`src/rtl/raster_frame_sequencer_if.sv`:
```
// rtl/raster_frame_sequencer_if.sv - triangle stream channel into the frame sequencer
interface raster_frame_sequencer_if;
  logic             tri_valid;
  logic             tri_ready;
  logic             tri_last;
  logic [2:0][31:0] tri_p1;
  logic [2:0][31:0] tri_p2;
  logic [2:0][31:0] tri_p3;

  modport master (
    output tri_valid, tri_last, tri_p1, tri_p2, tri_p3,
    input  tri_ready
  );

  modport slave (
    input  tri_valid, tri_last, tri_p1, tri_p2, tri_p3,
    output tri_ready
  );
endinterface

```
`src/rtl/raster_frame_sequencer.sv`:
```
// rtl/raster_frame_sequencer.sv - per-frame clear/launch/watchdog sequencer around one rasterizer
module raster_frame_sequencer #(
  parameter int FB_WIDTH  = 640,
  parameter int FB_HEIGHT = 480,
  parameter int TIMEOUT   = 1048576
) (
  input  logic                      clk,
  input  logic                      reset,
  input  logic                      frame_start,
  input  logic                      clear_en,
  input  logic [3:0]                clear_color,
  raster_frame_sequencer_if.slave   tri_s,
  output logic                      rast_start,
  output logic [2:0][31:0]          rast_p1,
  output logic [2:0][31:0]          rast_p2,
  output logic [2:0][31:0]          rast_p3,
  input  logic                      rast_done,
  input  logic [9:0]                rast_fb_x,
  input  logic [8:0]                rast_fb_y,
  input  logic [3:0]                rast_data,
  input  logic                      rast_fb_we,
  output logic [9:0]                fb_x,
  output logic [8:0]                fb_y,
  output logic [3:0]                data,
  output logic                      fb_we,
  output logic                      busy,
  output logic                      frame_done,
  output logic [15:0]               tri_count,
  output logic                      timeout_err
);

  localparam int              WD_W    = (TIMEOUT > 1) ? $clog2(TIMEOUT) : 1;
  localparam logic [WD_W-1:0] WD_LAST = WD_W'(TIMEOUT - 1);
  localparam logic [9:0]      X_LAST  = 10'(FB_WIDTH - 1);
  localparam logic [8:0]      Y_LAST  = 9'(FB_HEIGHT - 1);

  typedef enum logic [2:0] {
    S_IDLE,
    S_CLEAR,
    S_ACCEPT,
    S_LAUNCH,
    S_RASTER,
    S_FINISH
  } state_t;

  state_t          state;
  state_t          state_nxt;
  logic [9:0]      clr_x;
  logic [8:0]      clr_y;
  logic [3:0]      clr_color;
  logic            last_q;
  logic            seen_busy;
  logic [WD_W-1:0] wd_cnt;

  logic accept;
  logic clear_end;
  logic rast_complete;
  logic rast_abort;
  logic rast_exit;

  // Event decodes; a done level is only trusted once the rasterizer has been seen busy.
  always_comb begin
    accept        = (state == S_ACCEPT) && tri_s.tri_valid;
    clear_end     = (clr_x == X_LAST) && (clr_y == Y_LAST);
    rast_complete = rast_done && seen_busy;
    rast_abort    = !rast_complete && (wd_cnt == WD_LAST);
    rast_exit     = rast_complete || rast_abort;
  end

  // State register.
  always_ff @(posedge clk) begin
    if (reset) begin
      state <= S_IDLE;
    end else begin
      state <= state_nxt;
    end
  end

  // Next-state logic plus handshake outputs and framebuffer port mux.
  always_comb begin
    state_nxt       = state;
    tri_s.tri_ready = 1'b0;
    rast_start      = 1'b0;
    frame_done      = 1'b0;
    busy            = 1'b1;
    fb_we           = 1'b0;
    fb_x            = '0;
    fb_y            = '0;
    data            = '0;
    case (state)
      S_IDLE: begin
        busy = 1'b0;
        if (frame_start) begin
          state_nxt = clear_en ? S_CLEAR : S_ACCEPT;
        end
      end
      S_CLEAR: begin
        fb_we = 1'b1;
        fb_x  = clr_x;
        fb_y  = clr_y;
        data  = clr_color;
        if (clear_end) begin
          state_nxt = S_ACCEPT;
        end
      end
      S_ACCEPT: begin
        tri_s.tri_ready = 1'b1;
        if (tri_s.tri_valid) begin
          state_nxt = S_LAUNCH;
        end
      end
      S_LAUNCH: begin
        rast_start = 1'b1;
        state_nxt  = S_RASTER;
      end
      S_RASTER: begin
        fb_we = rast_fb_we;
        fb_x  = rast_fb_x;
        fb_y  = rast_fb_y;
        data  = rast_data;
        if (rast_exit) begin
          state_nxt = last_q ? S_FINISH : S_ACCEPT;
        end
      end
      S_FINISH: begin
        frame_done = 1'b1;
        state_nxt  = S_IDLE;
      end
      default: begin
        state_nxt = S_IDLE;
      end
    endcase
  end

  // Frame datapath: clear scan counters, vertex latch, watchdog and frame statistics.
  always_ff @(posedge clk) begin
    if (reset) begin
      clr_x       <= '0;
      clr_y       <= '0;
      clr_color   <= '0;
      last_q      <= 1'b0;
      seen_busy   <= 1'b0;
      wd_cnt      <= '0;
      rast_p1     <= '0;
      rast_p2     <= '0;
      rast_p3     <= '0;
      tri_count   <= '0;
      timeout_err <= 1'b0;
    end else begin
      case (state)
        S_IDLE: begin
          if (frame_start) begin
            clr_color   <= clear_color;
            clr_x       <= '0;
            clr_y       <= '0;
            tri_count   <= '0;
            timeout_err <= 1'b0;
          end
        end
        S_CLEAR: begin
          if (clr_x == X_LAST) begin
            clr_x <= '0;
            clr_y <= clr_y + 9'd1;
          end else begin
            clr_x <= clr_x + 10'd1;
          end
        end
        S_ACCEPT: begin
          if (accept) begin
            rast_p1 <= tri_s.tri_p1;
            rast_p2 <= tri_s.tri_p2;
            rast_p3 <= tri_s.tri_p3;
            last_q  <= tri_s.tri_last;
          end
        end
        S_LAUNCH: begin
          wd_cnt    <= '0;
          seen_busy <= 1'b0;
        end
        S_RASTER: begin
          if (!rast_done) begin
            seen_busy <= 1'b1;
          end
          wd_cnt <= wd_cnt + WD_W'(1);
          if (rast_exit) begin
            if (tri_count != 16'hFFFF) begin
              tri_count <= tri_count + 16'd1;
            end
            if (rast_abort) begin
              timeout_err <= 1'b1;
            end
          end
        end
        default: begin
        end
      endcase
    end
  end

endmodule

```
`src/flat_wrapper.sv`:
```
// flat-port wrapper written by rule: the top's interface ports become plain ports
module raster_frame_sequencer_flat 
#(
  parameter int FB_WIDTH  = 640,
  parameter int FB_HEIGHT = 480,
  parameter int TIMEOUT   = 1048576
)
  (clk, reset, frame_start, clear_en, clear_color, rast_start, rast_p1, rast_p2, rast_p3, rast_done, rast_fb_x, rast_fb_y, rast_data, rast_fb_we, fb_x, fb_y, data, fb_we, busy, frame_done, tri_count, timeout_err, tri_s_tri_valid, tri_s_tri_last, tri_s_tri_p1, tri_s_tri_p2, tri_s_tri_p3, tri_s_tri_ready);
  raster_frame_sequencer_if tri_s_i ();
  input  logic clk;
  input  logic reset;
  input  logic frame_start;
  input  logic clear_en;
  input  logic [3:0] clear_color;
  output logic rast_start;
  output logic [2:0][31:0] rast_p1;
  output logic [2:0][31:0] rast_p2;
  output logic [2:0][31:0] rast_p3;
  input  logic rast_done;
  input  logic [9:0] rast_fb_x;
  input  logic [8:0] rast_fb_y;
  input  logic [3:0] rast_data;
  input  logic rast_fb_we;
  output logic [9:0] fb_x;
  output logic [8:0] fb_y;
  output logic [3:0] data;
  output logic fb_we;
  output logic busy;
  output logic frame_done;
  output logic [15:0] tri_count;
  output logic timeout_err;
  input wire logic [$bits(tri_s_i.tri_valid)-1:0] tri_s_tri_valid;
  input wire logic [$bits(tri_s_i.tri_last)-1:0] tri_s_tri_last;
  input wire logic [$bits(tri_s_i.tri_p1)-1:0] tri_s_tri_p1;
  input wire logic [$bits(tri_s_i.tri_p2)-1:0] tri_s_tri_p2;
  input wire logic [$bits(tri_s_i.tri_p3)-1:0] tri_s_tri_p3;
  output wire logic [$bits(tri_s_i.tri_ready)-1:0] tri_s_tri_ready;
  assign tri_s_i.tri_valid = tri_s_tri_valid;
  assign tri_s_i.tri_last = tri_s_tri_last;
  assign tri_s_i.tri_p1 = tri_s_tri_p1;
  assign tri_s_i.tri_p2 = tri_s_tri_p2;
  assign tri_s_i.tri_p3 = tri_s_tri_p3;
  assign tri_s_tri_ready = tri_s_i.tri_ready;
  raster_frame_sequencer #(.FB_WIDTH(FB_WIDTH), .FB_HEIGHT(FB_HEIGHT), .TIMEOUT(TIMEOUT)) u_core (.clk(clk), .reset(reset), .frame_start(frame_start), .clear_en(clear_en), .clear_color(clear_color), .tri_s(tri_s_i), .rast_start(rast_start), .rast_p1(rast_p1), .rast_p2(rast_p2), .rast_p3(rast_p3), .rast_done(rast_done), .rast_fb_x(rast_fb_x), .rast_fb_y(rast_fb_y), .rast_data(rast_data), .rast_fb_we(rast_fb_we), .fb_x(fb_x), .fb_y(fb_y), .data(data), .fb_we(fb_we), .busy(busy), .frame_done(frame_done), .tri_count(tri_count), .timeout_err(timeout_err));
endmodule
```
`config.mk`:
```
export PLATFORM = sky130hd
export DESIGN_NAME = raster_frame_sequencer_flat
export DESIGN_NICKNAME = d
export VERILOG_FILES = /design/src/rtl/raster_frame_sequencer_if.sv /design/src/rtl/raster_frame_sequencer.sv /design/src/flat_wrapper.sv
export SDC_FILE = /design/constraint.sdc
export NUM_CORES = 1
export LEC_CHECK = 0
export CORE_AREA = 2 2 258 260
export DETAILED_ROUTE_END_ITERATION = 6
export DIE_AREA = 0 0 260 262
export SLEW_MARGIN = 20
export SYNTH_ARGS = -nofsm -noshare
export SYNTH_HDL_FRONTEND = slang
export SYNTH_SLANG_ARGS = --single-unit
```
`constraint.sdc`:
```
create_clock -name clk -period 1.8 [get_ports clk]
set_input_delay 0.27 -clock clk [delete_from_list [all_inputs] [get_ports clk]]
set_output_delay 0.27 -clock clk [all_outputs]
set_load 0.01 [all_outputs]
```
---- Yosys cells after proc, flatten, opt, wreduce, memory -nomap -nowiden ----
Cells that the tools add are included.
storage, ports and cells
  register bits ........................... 353
  bits in read-only memories .............. 0
  input port bits ......................... 323
  bits in latches ......................... 0
  logic and storage cells ................. 89
  memories kept ........................... 0
  bits in writable memories ............... 0
operators by class
  bitwise gates (word level) .............. 0
  shift operators ......................... 0
  order comparisons ....................... 0
  multiply operators ...................... 0
  mux-type cells .......................... 32
  $add $sub $neg .......................... 4
  reduce and logical (&&, ||, !) cells .... 18
  eq/ne operators ......................... 17
  divide/modulo/power cells ............... 0
operators by type and width
  operator               number
  $mux 16                3
  $pmux 10 s2            2
  $pmux 20 s2            1
  $pmux 9 s2             2
  $pmux 16 s2            1
  $add 20x1->20 const B  1
  $eq 20x20->1 const B   1
  $mux 10                2
  $mux 9                 2
  $add 16x1->16 const B  1
  $ne 16x16->1 const B   1
  $mux 3                 5
  $pmux 3 s5             1
  $reduce_and 4->1       3
  $add 10x1->10 const B  1
  $eq 10x10->1 const B   1
  $ne 2x1->1 const B     5
  $add 9x1->9 const B    1
  $eq 9x9->1 const B     1
  $mux 1                 8
  $pmux 4 s2             1
  $reduce_and 2->1       4
  $eq 3x2->1 const B     2
  $eq 3x3->1 const B     2
  10 further kinds       19

---- Logic depth before layout (Yosys ltp) ----
  word-level depth ........................ 6
  gate-level depth with buffers ........... 8

---- Worst setup path after synthesis ----
Ideal clock, no wire load.
  path type ............................... reg2reg
  start point ............................. register u_core.tri_count[0]
  end point ............................... register u_core.tri_count[15]
  clock period less this slack ............ 2.040 ns
  stages on the path, launching flop included .. 7
  arrival ................................. 1.920 ns
  library setup time ...................... 0.120 ns
  slack ................................... -0.240 ns
  cells stage by stage .................... dfxtp_1 ha_1 nand3_1 or4_1 clkbuf_1 and4_1 a211o_1
on the way
  word-level cells in the longest chain between the ends .. 4
  elaborated cells on any way between the ends .. 7
RTL lines
  item                    line                           RTL
  start, declared         raster_frame_sequencer.sv:28   output logic [15:0] tri_count,
  start signal, assigned  raster_frame_sequencer.sv:187  tri_count <= tri_count + 16'd1;
  $add 16x1->16           raster_frame_sequencer.sv:187
  $mux 16                 raster_frame_sequencer.sv:186  if (tri_count != 16'hFFFF) begin
  $mux 16                 raster_frame_sequencer.sv:185  if (rast_exit) begin
  $pmux 16 s2             raster_frame_sequencer.sv:150  case (state)
Several ways; a longest one is shown, not always the timed one. The select of a mux whose other input is x is not followed.
A chain may end at the register's enable or synchronous reset.

---- Worst setup path in the final report ----
  start point ............................. register u_core.state[0]
  end point ............................... output port fb_x[0]
on the way
  word-level cells in the longest chain between the ends .. 2
  elaborated cells on any way between the ends .. 3
RTL lines
  item                                             line                          RTL
  start, declared                                  raster_frame_sequencer.sv:46  state_t state;
  start signal, assigned                           raster_frame_sequencer.sv:75  state <= state_nxt;
  $eq 3x3->1 / $eq 3x1->1 (equally long branches)  raster_frame_sequencer.sv:90  case (state)
  $pmux 10 s2 (*)                                  raster_frame_sequencer.sv:90
  end, declared                                    flat_wrapper.sv:24            output logic [9:0] fb_x;
Mark *: on every way between the ends. The rest lies on a longest branch, timed or not.

==> flow_summary.yaml <==
run_status:
  status: "finished, violations left"
  violations: "setup timing"
sta:
  tightest_slew_ns: 0.865
  period_minus_slack_ns: 2.07
  timing.final.crit_share_pct: 115
  hold_viol: 0
  maxSlewHeadroom_pct: 42.3
  final_max_slew_viol_count: 0
  max_freq_mhz: 482
  finalSetupViolations: 265
  finalWorstSetupSlack_ns: -0.274
  grt_setup_unrepaired: "yes"
  worst_clock_skew_ns: 0.0308
placed_design:
  io_buffers: 655
  dpl_worst_slack_ns: -0.191
  dp.cells: 3256
  hpwl_um: 39200
  dpl_cell_area_um2: 22100
  gp_congestion: 0.821
floorplanning:
  core_area_um2: 65300
  ios: 656
  die_y_um: 262
  fp.dieW_um: 260
  initial_core_util_pct: 20.4
  die-area_um2: 68100
  fp-row-count: 94
power_and_ir_drop:
  p_switching_mw: 7.66
  combPwrFrac_pct: 31.7
  pwr-share-seq_pct: 35.3
  p_clk_share_pct: 33.0
  switching_share_pct: 30.5
  intPower_mw: 17.4
  vdd_ir_drop_max_mv: 0.822
  leakagePower_nw: 10.2
  p_per_area_nw_per_um2: 952
critical_path:
  critical_path.top_delay_family: "buffers and inverters"
  crit_fanout: 6
  cp.arrival_ns: 1.80
  path_buf_inv: 3
  crit_slowest_cell: "dfxtp_2"
  path_class: "reg2out"
  cpPeakStageDelay_ns: 0.33
  worst_setup_path_start_kind: "flop"
  crit_chain: "buf_6 -> nor2b_4 -> and2_4 -> buf_12 -> a22o_1 -> buf_2"
  critPathCaptureType: "output pin"
  required_ns: 1.53
routing:
  ant_nets: 0
  num_vias: 14900
  wl_um: 58600
  post_drt_wl_per_cell_um: 17.3
  drc: 0
  via_per_inst: 4.40
  first_pass_iters: 5
  drtIter0Drc: 707
global_route:
  grt_use_total_pct: 14.6
  antenna_found_initial: 1
  grt_pass1_vias: 13900
  gr-total-overflow: 0
  grt_pass1_wl_um: 79100
  grt_max_degree: 130
yosys:
  syn-num-nets: 2019
  synth_area_um2: 13300
  synth_top_cell_by_area: "dfxtp_1"
  avgSynthCellArea_um2: 7.85
  ys_seq_area_share_pct: 53.2
  ys_ff_latch: 353
  ys_warn_count: 0
  synth_edf_count: 0
  synth_cell_type_count: 62
  synthCells: 1692
  ys.flop_type: "dfxtp_1"
  async_flop_share_pct: 0
  synthTopCellsByArea: "dfxtp_1, nand2_1, a21oi_1"
  synth_top_cell_area_share_pct: 53.2
clocking:
  cts.clk_slew.worst_paths_ns: 0.06
  clock-sinks: 353
  cts-buffers-inserted: 42
  clkLatencyLatePin_ns: 0.58
  clk_path_buf_depth: 3
  h-tree-depth: 2
  hold_buffers: 0
  cts_tree: "yes"
  root_buffer: "clkbuf_16"
layout:
  fin_cells: 3395
  layout.nets: 2824
  drive_gt1_share_pct: 27.5
  final_core_util_pct: 40.4
  fillCellCount: 6492
  stdcell_area_um2: 26400
  regArea_um2: 7090
  multiInputGateArea_um2: 7610
  area_growth_pct: 98.4
job:
  max_cap_viol_count: 0
worst_hold_path:
  hp-class: "in2reg"
==> sequential cells by signal, indices dropped and copies added (netlist names) <==
name / flops
u_core.timeout_err: 1
u_core.seen_busy: 1
u_core.tri_count: 16
u_core.rast_p2: 96
u_core.clr_color: 4
u_core.wd_cnt: 20
u_core.clr_x: 10
u_core.rast_p3: 96
u_core.rast_p1: 96
u_core.clr_y: 9
u_core.last_q: 1
u_core.state: 3
==> metrics by stage <==
step           hold WS [ns]  power, mW  setup TNS, ns
3_3_place_gp          0.441       15.0         -11.23
2_1_floorplan         0.406       11.3         -0.279
5_1_grt               0.217       26.3         -44.68
4_1_cts               0.194       23.7         -11.77
3_5_place_dp          0.446       15.0         -17.31
6_report              0.232       25.1         -18.05
==> cell usage in the layout (no fill, tap or decap), types with 42 or more instances in the layout <==
cell / netlist / final
nor2_1: 47 / 42
buf_4: 1 / 119
nand2_1: 624 / 480
nand2_4: 0 / 119
clkbuf_16: 0 / 63
a21oi_1: 321 / 169
clkdlybuf4s50_1: 0 / 573
a21oi_2: 1 / 152
dfxtp_1: 353 / 340
dlygate4sd2_1: 0 / 53
==> path summary, 6_finish.rpt <==
kind	from	to	slack (ns)	cells past startpoint
min reg2reg	u_core.rast_p1[20]	u_core.rast_p1[20]	0.45	2
max reg2reg	u_core.state[1]	u_core.tri_count[14]	-0.26	9
max	u_core.state[0]	fb_x[0]	-0.27	6
min	tri_s_tri_p1[80]	u_core.rast_p1[80]	0.23	3
==> cell type report <==
| class | count | area share (%) |
|---|---|---|
| Inverter | 13 | 0.185 |
| Clock inverter | 13 | 0.437 |
| Multi-Input combinational cell | 1204 | 28.9 |
| Antenna cell | 1 | 0.00949 |
| Sequential cell | 353 | 26.9 |
| Tap cell | 864 | 4.10 |
| Timing Repair Buffer | 883 | 35.0 |
| Clock buffer | 64 | 4.57 |
==> power by group through the flow <==
stage               Clock, mW  Combinational (mW)  Sequential, mW
global route             8.83                8.49            8.94
CTS                      8.55                6.28            8.85
finish                   8.28                7.96            8.86
global placement            0                5.96            8.99
floorplan                   0                1.98            9.30
detailed placement          0                5.95            9.01
==> kinds of logic after synthesis <==
logic type / after synthesis / share of synthesized area, %
AND/OR/NAND/NOR: 772 / 23.8
AO/OA/AOI/OAI: 412 / 17.4
flip-flops: 353 / 53.2
buffers and inverters: 135 / 4.00
multiplexers: 10 / 0.829
XOR/XNOR: 6 / 0.395
adder cells (fa/ha/maj): 4 / 0.377
==> synthesized netlist by cell type, types with 7 or more instances <==
master    number
nand2_1      624
dfxtp_1      353
a21oi_1      321
clkbuf_1     106
nor2_1        47
nand3_1       24
a22o_1        21
o21ai_0       16
inv_1         13
buf_2         11
nand4_1       11
nor3_1         9
mux2_2         8
or3_1          8
o211ai_1       7
o311ai_0       7
==> metal layers <==
metal,GRT usage (%),vias to the layer above,wire (um)
li1,-,7289,-
met2,26.1,462,29600
met5,0,-,15
met3,4.69,92,4250
met1,16.8,7093,23500
met4,4.10,2,1300
==> repair_timing <==
| item | in CTS | in global routing |
|---|---|---|
| resized for setup | 242 | 511 |
| endpoints found under the hold margin | 0 | 0 |
| pin swaps | 30 | 266 |
| gates cloned | 5 | 26 |
| endpoints found under the setup margin | 125 | 394 |
| setup buffers | 20 | 15 |
==> worst register-to-register path, stage by stage, from the launching register on <==
cell and delay [ns]:
dfxtp_2 0.33, buf_6 0.12, buf_6 0.12, or3b_4 0.42
buf_6 0.14, a21oi_4 0.15, o22ai_4 0.12, clkbuf_16 0.16
and3_1 0.15, a221o_1 0.25
No activity file was read; power rests on OpenSTA's default activity.
